--- config.mk ---
export PLATFORM = sky130hd
export DESIGN_NAME = mem_port_arbiter
export DESIGN_NICKNAME = d
export VERILOG_FILES = /design/src/rtl/mem_arb_pkg.sv /design/src/rtl/mem_port_arbiter.sv
export SDC_FILE = /design/constraint.sdc
export NUM_CORES = 1
export LEC_CHECK = 0
export BUFFER_PORTS_ARGS = -buffer_cell sky130_fd_sc_hd__buf_2
export CAP_MARGIN = 20
export CORE_MARGIN = 4
export CORE_UTILIZATION = 42
export CTS_BUF_LIST = sky130_fd_sc_hd__clkbuf_16
export CTS_CLUSTER_SIZE = 12
export DETAILED_ROUTE_END_ITERATION = 8
export PLACE_DENSITY_LB_ADDON = 0.15
export SLEW_MARGIN = 20
export SYNTH_ARGS = -nofsm -noshare
export SYNTH_HDL_FRONTEND = slang
export SYNTH_SLANG_ARGS = --single-unit
--- constraint.sdc ---
create_clock -name clock -period 1.8 [get_ports clock]
set_input_delay 0.09 -clock clock [delete_from_list [all_inputs] [get_ports clock]]
set_output_delay 0.09 -clock clock [all_outputs]
set_load 0.05 [all_outputs]
--- src/rtl/mem_arb_pkg.sv ---
// rtl/mem_arb_pkg.sv - shared types and defaults for the memory port arbiter
package mem_arb_pkg;

    typedef enum logic [1:0] {
        ST_IDLE    = 2'd0,
        ST_ACCESS  = 2'd1,
        ST_CAPTURE = 2'd2,
        ST_DONE    = 2'd3
    } state_t;

    typedef enum logic {
        OWN_FETCH = 1'b0,
        OWN_DATA  = 1'b1
    } owner_t;

    localparam int RD_LAT_DEFAULT  = 2;
    localparam int WR_HOLD_DEFAULT = 2;

endpackage

--- src/rtl/mem_port_arbiter.sv ---
// rtl/mem_port_arbiter.sv - fetch/data arbiter onto a single shared memory port
module mem_port_arbiter
    import mem_arb_pkg::*;
#(
    parameter int RD_LAT  = RD_LAT_DEFAULT,
    parameter int WR_HOLD = WR_HOLD_DEFAULT
) (
    input  logic        clock,
    input  logic        reset,
    input  logic        f_req,
    input  logic [31:0] f_addr,
    output logic        f_gnt,
    output logic        f_done,
    output logic [31:0] f_rdata,
    input  logic        d_req,
    input  logic        d_we,
    input  logic [31:0] d_addr,
    input  logic [31:0] d_wdata,
    output logic        d_gnt,
    output logic        d_done,
    output logic [31:0] d_rdata,
    output logic [31:0] mem_addr,
    output logic        mem_wr,
    output logic [31:0] mem_wdata,
    input  logic [31:0] mem_rdata,
    output logic        busy,
    output logic [1:0]  state_out
);

    // Last value of the access counter before ACCESS is left.
    localparam logic [2:0] RD_LAST = 3'(RD_LAT - 1);
    localparam logic [2:0] WR_LAST = 3'(WR_HOLD - 1);

    state_t      state;
    owner_t      owner;
    logic [2:0]  access_cnt;
    logic [1:0]  starve_cnt;
    logic [31:0] addr_q;
    logic [31:0] wdata_q;
    logic        we_q;

    logic        fetch_wins;
    logic        data_wins;
    logic [2:0]  access_last;

    // Data has priority unless fetch has already lost twice while waiting.
    always_comb begin
        fetch_wins  = f_req && ((starve_cnt == 2'd2) || !d_req);
        data_wins   = d_req && !fetch_wins;
        access_last = we_q ? WR_LAST : RD_LAST;
    end

    assign mem_addr  = addr_q;
    assign mem_wdata = wdata_q;
    assign busy      = (state != ST_IDLE);
    assign state_out = state;

    // Transaction FSM; grant, done and mem_wr are registered pulses/levels.
    always_ff @(posedge clock) begin
        if (!reset) begin
            state      <= ST_IDLE;
            owner      <= OWN_FETCH;
            access_cnt <= 3'd0;
            starve_cnt <= 2'd0;
            addr_q     <= 32'd0;
            wdata_q    <= 32'd0;
            we_q       <= 1'b0;
            mem_wr     <= 1'b0;
            f_gnt      <= 1'b0;
            d_gnt      <= 1'b0;
            f_done     <= 1'b0;
            d_done     <= 1'b0;
            f_rdata    <= 32'd0;
            d_rdata    <= 32'd0;
        end else begin
            f_gnt  <= 1'b0;
            d_gnt  <= 1'b0;
            f_done <= 1'b0;
            d_done <= 1'b0;
            case (state)
                ST_IDLE: begin
                    if (fetch_wins) begin
                        owner      <= OWN_FETCH;
                        addr_q     <= f_addr;
                        wdata_q    <= 32'd0;
                        we_q       <= 1'b0;
                        mem_wr     <= 1'b0;
                        access_cnt <= 3'd0;
                        starve_cnt <= 2'd0;
                        f_gnt      <= 1'b1;
                        state      <= ST_ACCESS;
                    end else if (data_wins) begin
                        owner      <= OWN_DATA;
                        addr_q     <= d_addr;
                        wdata_q    <= d_wdata;
                        we_q       <= d_we;
                        mem_wr     <= d_we;
                        access_cnt <= 3'd0;
                        if (f_req && (starve_cnt != 2'd2)) begin
                            starve_cnt <= starve_cnt + 2'd1;
                        end
                        d_gnt      <= 1'b1;
                        state      <= ST_ACCESS;
                    end
                end
                ST_ACCESS: begin
                    if (access_cnt == access_last) begin
                        mem_wr <= 1'b0;
                        if (we_q) begin
                            d_done <= 1'b1;
                            state  <= ST_DONE;
                        end else begin
                            state  <= ST_CAPTURE;
                        end
                    end else begin
                        access_cnt <= access_cnt + 3'd1;
                    end
                end
                ST_CAPTURE: begin
                    if (owner == OWN_DATA) begin
                        d_rdata <= mem_rdata;
                        d_done  <= 1'b1;
                    end else begin
                        f_rdata <= mem_rdata;
                        f_done  <= 1'b1;
                    end
                    state <= ST_DONE;
                end
                default: begin
                    state <= ST_IDLE;
                end
            endcase
        end
    end

endmodule

==> results by group, run 1 <==
Route
  – Avg Vias per Cell: 5.00
  – Routed WL: 18.4 mm
  – Number of detailed-route iterations in the first pass: 5
  – Vias after detailed routing: 5876
  – Violation count after the first detailed-routing iteration: 314
  – DRC violations left: 0
  – Post-detailed-route count of antenna-violating nets: 0
  – Detailed-route wire length per cell: 15.6 µm

Clocking
  – H-tree levels: 4
  – Clock transition at the registers of the reported paths: 60 ps
  – CTS Buf Count: 17
  – TritonCTS clock tree: yes
  – Worst-Skew Late Latency: 410 ps
  – Master cell of the clock root buffer: sky130_fd_sc_hd__clkbuf_16
  – CTS Buffer Depth: 2
  – Number of clock sinks: 142

Yosys
  – Share of the yosys chip area belonging to registers: 50.8%
  – Synthesized area: 5590 µm²
  – Syn. warnings: 0
  – Most frequently used flop master after synthesis: sky130_fd_sc_hd__dfxtp_1
  – Register bit total from synthesis: 142
  – Post-synthesis cell type with the largest combined area: sky130_fd_sc_hd__dfxtp_1
  – Post-synthesis cell count: 610
  – Share of flip-flops with an asynchronous set or reset after synthesis: 0%
  – Post-Syn Nets: 750
  – Unique masters post-synth: 37
  – Area share of the largest cell type after synthesis: 50.8%
  – Mean instance size in the synthesized netlist: 9.17 µm²
  – Largest cells by area after synthesis: sky130_fd_sc_hd__dfxtp_1 (51%), sky130_fd_sc_hd__nand2_1 (9.3%), sky130_fd_sc_hd__a21boi_0 (8.9%)
  – Count of flip-flops with a built-in enable after synthesis: 0

STA
  – Max-slew headroom: 71.5%
  – Number of pins exceeding their max-slew limit in the final report: 0
  – Setup repair after global routing missed its margin: no
  – Sum Neg Setup Slack: 0 ps
  – Clock Skews: 9.60 ps
  – Final setup viols: 0
  – Maximum frequency from static timing analysis: 597 MHz
  – Final Hold Slack: 15.0 ps
  – Final critical-path required period: 1670 ps
  – Period utilization: 93.0%
  – Tightest Pin Transition: 427 ps
  – Final count of hold timing violations: 0

Worst hold path
  – Worst min-delay path class: input port to flip-flop

Die
  – Height of the die: 123 µm
  – Floorplan core area: 12800 µm²
  – Die Outline Area: 15200 µm²
  – Chip width: 123 µm
  – Starting density of the core: 43.6%
  – IO Count: 269
  – Site Rows: 41

Place
  – Total of buffers placed on input and output ports: 268
  – Half-perimeter wire length after detailed placement: 11.2 mm
  – Final estimated routing congestion in global placement: 0.794

GRT
  – Number of antenna violations at the first check in global routing: 0
  – Pin count of the biggest net entering global routing: 65
  – Overflow left after global routing: 0
  – GR Util All Layers: 24.0%
  – Global-route wire length before repair: 28.8 mm
  – Via count of the first global-routing pass: 6039

Setup path
  – Data arrival at the endpoint of the critical path: 1950 ps
  – Critical-path maximum fanout: 20
  – Worst Setup Start Kind: flip-flop
  – Delay contributed by the slowest stage of the critical path: 340 ps
  – Total buffers and inverters traversed by the critical path: 2
  – Top cell family by delay on the critical path: simple AND/OR/NAND/NOR gates
  – Start-to-end type of the worst setup path: flip-flop to flip-flop
  – Crit. End Element: flip-flop
  – Critical Path RT: 2080 ps
  – CP max-delay cell: sky130_fd_sc_hd__dfxtp_1
  – Cell breakdown of the critical path: inv_1, ha_1, nand2b_1, nand2_4, buf_12, mux2i_1, a21oi_1

Final layout
  – Share of final-layout standard cells stronger than drive strength 1: 31.7%
  – Relative area change from synthesis to final layout: 59.9%
  – Count of nets after finishing: 1128

Power and ir drop
  – Cell area power density: 1460 nW/µm²
  – Reported leakage power: 4.15 nW
  – Worst supply voltage drop on vdd: 955 µV

Outcome
  – Outcome: finished, final reports clean

Job
  – Max-Cap Viols: 0
path summary, 6_finish.rpt:
| kind | start | end | slack, ps | depth (start not counted) |
|---|---|---|---|---|
| worst max register to register | starve_cnt[0] | mem_addr[11] | 130 | 7 |
| worst min-delay path | d_addr[10] | mem_addr[10] | 20 | 3 |
| worst max-delay path | starve_cnt[0] | mem_addr[11] | 130 | 7 |
| worst min register to register | f_rdata[30] | f_rdata[30] | 460 | 2 |
through the flow:
| step | total power [mW] | cells | util, % | area [µm²] | setup slack (ps) |
|---|---|---|---|---|---|
| after global placement | 9.46 | 1015 | 55.5 | 7120 | 222 |
| final | 13.1 | 1175 | 69.7 | 8940 | 126 |
| after CTS | 13.1 | 1173 | 69.6 | 8930 | 69.9 |
| after floorplan | 8.15 | 610 | - | 5600 | 77.5 |
| after global routing | 13.7 | 1173 | 69.7 | 8940 | 2.64 |
| after detailed placement | 9.57 | 1015 | 55.5 | 7120 | 91.1 |
area by class of cell:
class,count,area (µm²)
fill,971,3880
sequential,142,2850
timing repair buffer,405,2800
multi-input combinational,416,2500
clock buffer,17,425
tap,172,215
clock inverter,15,129
inverter,6,22.5
antenna,2,5.00
Yosys cell counts, drive strengths merged (3+ instances only):
master  instances
dfxtp         142
nand2         139
a21boi         66
o21ai          38
a21oi          37
nor2b          37
mux2i          34
a22oi          33
clkbuf         25
buf            21
ha              7
inv             6
nor2            5
and2            4
nand2b          3
report_power, final:
| group | switching (mW) | internal, mW | total [mW] | leakage [nW] |
|---|---|---|---|---|
| registers | 0.353 | 3.81 | 4.16 | 1.16 |
| clock network | 1.28 | 2.00 | 3.28 | 0.269 |
| logic | 4.06 | 1.56 | 5.63 | 2.72 |
| total | 5.70 | 7.38 | 13.1 | 4.15 |
routing by layer:
layer  wire length, µm  global-route usage, %  share of wire (%)  vias to the layer above
met5                 0                      0                  0                        -
met4               564                   12.1                3.1                        0
met3              1550                   7.09                8.4                       49
met2              9090                   42.0                 50                      267
met1              7160                   26.2                 39                     2727
li1                  -                      -                  -                     2833
cells by family after synthesis:
group                    after synthesis  share of synthesized area [%]
flip-flops                           142                           50.8
multiplexers                          34                           6.09
buffers and inverters                 52                           4.70
AND/OR/NAND/NOR                      196                           15.8
adder cells (fa/ha/maj)                7                           1.57
AO/OA/AOI/OAI                        179                           21.1
timing repair:
action | 4_1_cts | 5_1_grt
endpoints found under the setup margin | 0 | 5
resized for setup | 0 | 1
endpoints found under the hold margin | 128 | 0
buffers inserted | 0 | 0
hold buffers | 126 | 0
cell usage in the layout, fill, tap and decap left out, types with 2 or more instances in the layout:
cell / Yosys / final
sky130_fd_sc_hd__buf_2: 13 / 267
sky130_fd_sc_hd__dfxtp_1: 142 / 140
sky130_fd_sc_hd__nand2_1: 138 / 138
sky130_fd_sc_hd__dlygate4sd3_1: 0 / 126
sky130_fd_sc_hd__a21boi_0: 66 / 66
sky130_fd_sc_hd__o21ai_0: 37 / 37
sky130_fd_sc_hd__a21oi_1: 36 / 36
sky130_fd_sc_hd__nor2b_1: 37 / 36
sky130_fd_sc_hd__mux2i_1: 34 / 34
sky130_fd_sc_hd__a22oi_1: 33 / 33
sky130_fd_sc_hd__clkbuf_16: 0 / 17
sky130_fd_sc_hd__buf_12: 0 / 9
sky130_fd_sc_hd__ha_1: 7 / 7
sky130_fd_sc_hd__inv_1: 5 / 6
sky130_fd_sc_hd__clkinv_1: 0 / 6
sky130_fd_sc_hd__nor2_1: 4 / 4
sky130_fd_sc_hd__and2_1: 4 / 4
sky130_fd_sc_hd__nand2b_1: 3 / 3
sky130_fd_sc_hd__buf_4: 3 / 3
sky130_fd_sc_hd__diode_2: 0 / 2
sky130_fd_sc_hd__clkinvlp_4: 0 / 2
sky130_fd_sc_hd__bufinv_16: 0 / 2
sky130_fd_sc_hd__clkinv_2: 0 / 2
sky130_fd_sc_hd__dfxtp_2: 0 / 2
worst reg2reg max path: cells and delay by family (launching register included):
kind | cells | cell delay, ps
compound gates | 1 | 110
flops | 1 | 340
fa+ha+maj | 1 | 210
mux | 1 | 260
simple gates | 2 | 400
buf+inv | 2 | 250
registers in the layout, indices dropped and copies added (netlist names):
| signal | flops |
|---|---|
| f_gnt | 1 |
| owner | 1 |
| f_rdata | 32 |
| mem_wr | 1 |
| d_rdata | 32 |
| mem_addr | 32 |
| mem_wdata | 32 |
| access_cnt | 3 |
| we_q | 1 |
| f_done | 1 |
| d_done | 1 |
| d_gnt | 1 |
| starve_cnt | 2 |
| state_out | 2 |
(Power assumes the default switching activity.)
==> inputs of run 2 (changes only) <==
Settings changed: CAP_MARGIN 20 to default, CORE_ASPECT_RATIO from default to 1.25.
==> run 2 against run 1 <==
Net effect: clock power grew 11%; register-to-register slack is essentially flat; via count down 2.2%; maximum frequency down 0.43%; critical path type unchanged; sequential power about the same.
==> results by group, run 2 (synthesized netlist as in run 1, its figures left out) <==
Place
  – Half-perimeter wire length after detailed placement: 11.2 mm (about the same)
  – Total of buffers placed on input and output ports: 268 (unchanged)
  – Final estimated routing congestion in global placement: 0.737 (-7.2%)
  – Pre-CTS setup slack: 27.2 ps (-64.0 ps)

Route
  – Avg Vias per Cell: 4.93 (-1.4%)
  – Post-detailed-route count of antenna-violating nets: 0 (unchanged)
  – Detailed-route wire length per cell: 15.4 µm (-1.5%)
  – Number of detailed-route iterations in the first pass: 4 (-1)
  – Violation count after the first detailed-routing iteration: 308 (-1.9%)
  – Routed WL: 18.0 mm (-2.2%)
  – DRC violations left: 0 (unchanged)
  – Vias after detailed routing: 5747 (-2.2%)

Die
  – Site Rows: 46 (+12%)
  – IO Count: 269 (unchanged)
  – Die Outline Area: 15200 µm² (about the same)
  – Chip width: 111 µm (-9.9%)
  – Starting density of the core: 43.4% (-0.23 points)
  – Height of the die: 137 µm (+11%)
  – Floorplan core area: 12900 µm² (+0.53%)

Final layout
  – Count of nets after finishing: 1125 (-0.27%)
  – Most used cells in the layout excluding fill and tap cells: sky130_fd_sc_hd__buf_2 (267), sky130_fd_sc_hd__dfxtp_1 (140), sky130_fd_sc_hd__nand2_1 (138)
  – Relative area change from synthesis to final layout: 60.6%
  – Share of final-layout standard cells stronger than drive strength 1: 32.4% (+0.70 points)
  – Leading cell type in the layout, fill and taps excluded: sky130_fd_sc_hd__buf_2
  – Antenna diode instance count: 0 (-2)
  – Utilization after layout: 69.7% (about the same)

STA
  – Setup repair after global routing missed its margin: no
  – Final count of hold timing violations: 0 (unchanged)
  – Final critical-path required period: 1680 ps (+7.26 ps)
  – Final setup viols: 0 (unchanged)
  – Number of pins exceeding their max-slew limit in the final report: 0 (unchanged)
  – Maximum frequency from static timing analysis: 595 MHz (-0.43%)
  – Period utilization: 93.4% (+0.40 points)
  – Max-slew headroom: 67.4% (-4.1 points)
  – Clock Skews: 10.4 ps (+0.752 ps)
  – Post-route setup slack: 119 ps (-7.26 ps)
  – Sum Neg Setup Slack: 0 ps (unchanged)
  – Tightest Pin Transition: 489 ps (+61.5 ps)

GRT
  – Pin count of the biggest net entering global routing: 65 (unchanged)
  – Global-route wire length before repair: 28.4 mm (-1.6%)
  – Number of antenna violations at the first check in global routing: 0 (unchanged)
  – Via count of the first global-routing pass: 5936 (-1.7%)
  – GR Util All Layers: 22.6% (-1.3 points)
  – Overflow left after global routing: 0 (unchanged)

Clocking
  – CTS Buffer Depth: 2 (unchanged)
  – Clock transition at the registers of the reported paths: 60 ps (about the same)
  – Worst-Skew Late Latency: 400 ps (about the same)
  – Number of clock sinks: 142 (unchanged)
  – TritonCTS clock tree: yes
  – CTS Buf Count: 17 (unchanged)
  – Buffer count from post-CTS setup fixing: 0 (unchanged)
  – Master cell of the clock root buffer: sky130_fd_sc_hd__clkbuf_16
  – H-tree levels: 4 (unchanged)

Setup path
  – Data arrival at the endpoint of the critical path: 1960 ps (about the same)
  – Critical-path maximum fanout: 18 (-10%)
  – Crit. End Element: flip-flop
  – Worst Setup Start Kind: flip-flop
  – Critical Path RT: 2080 ps (about the same)
  – Start-to-end type of the worst setup path: flip-flop to flip-flop

Power and ir drop
  – Cell area power density: 1500 nW/µm² (+2.3%)
  – Worst supply voltage drop on vdd: 1000 µV (+4.8%)
  – Reported leakage power: 4.18 nW (+0.72%)

Job
  – Max-Cap Viols: 0 (unchanged)

Outcome
  – Outcome: finished, final reports clean

Worst hold path
  – Worst min-delay path class: input port to flip-flop
## run 2: changes by cell type in the layout (fill, tap and decap cells not counted), moves of 2 or more
cell	before	now
sky130_fd_sc_hd__clkinv_4	1	3
sky130_fd_sc_hd__diode_2	2	0
sky130_fd_sc_hd__clkinv_1	6	1
sky130_fd_sc_hd__bufinv_16	2	4
sky130_fd_sc_hd__dlygate4sd3_1	126	123
## run 2: final timing paths
check | startpoint | end | slack [ps] | cells past startpoint
worst max-delay path | starve_cnt[0] | mem_addr[14] | 120 | 7
worst min register to register | f_rdata[27] | f_rdata[27] | 460 | 2
worst max register to register | starve_cnt[0] | mem_addr[14] | 120 | 7
worst min-delay path | d_addr[23] | mem_addr[23] | 20 | 3
## run 2: timing repair
item,CTS,global route
hold endpoints to repair,126,0
endpoints found under the setup margin,0,6
gates resized for setup,0,2
hold buffers,123,0
## run 2: per-layer routing
metal | part of all wire [%] | GRT usage [%] | wire (µm) | up-vias
met4 | 2.4 | 8.72 | 429 | 0
met1 | 40 | 25.9 | 7260 | 2667
met5 | 0 | 0 | 0 | -
met2 | 50 | 40.1 | 9050 | 214
li1 | - | - | - | 2831
met3 | 6.7 | 6.41 | 1210 | 35
## run 2: report_power, final
| part | total [mW] | switching, mW | internal [mW] | leakage [nW] |
|---|---|---|---|---|
| Combinational | 5.64 | 4.08 | 1.56 | 2.71 |
| Clock | 3.63 | 1.32 | 2.32 | 0.306 |
| Sequential | 4.16 | 0.350 | 3.81 | 1.16 |
## run 2: final cells by class
| cell class | count | area, µm² |
|---|---|---|
| Fill cell | 967 | 3910 |
| Sequential cell | 142 | 2850 |
| Timing Repair Buffer | 402 | 2780 |
| Multi-Input combinational cell | 416 | 2500 |
| Clock buffer | 17 | 425 |
| Tap cell | 168 | 210 |
| Clock inverter | 15 | 194 |
| Inverter | 6 | 22.5 |
## run 2: critical path, stage by stage, from the launching register on
cell                       delay, ps
sky130_fd_sc_hd__dfxtp_1         350
sky130_fd_sc_hd__inv_1            50
sky130_fd_sc_hd__ha_1            200
sky130_fd_sc_hd__nand2b_1        240
sky130_fd_sc_hd__nand2_4         140
sky130_fd_sc_hd__buf_12          180
sky130_fd_sc_hd__mux2i_1         270
sky130_fd_sc_hd__a21oi_1         110
## run 2: per-stage QoR
stage	cell area, µm²	total power, mW	hold slack [ps]	instances
floorplan	5600	8.15	235	610
global placement	7120	9.43	347	1011
detailed placement	7120	9.57	357	1011
CTS	8970	13.5	4.86	1166
global route	8980	14.1	25.1	1166
finish	8980	13.4	17.0	1166
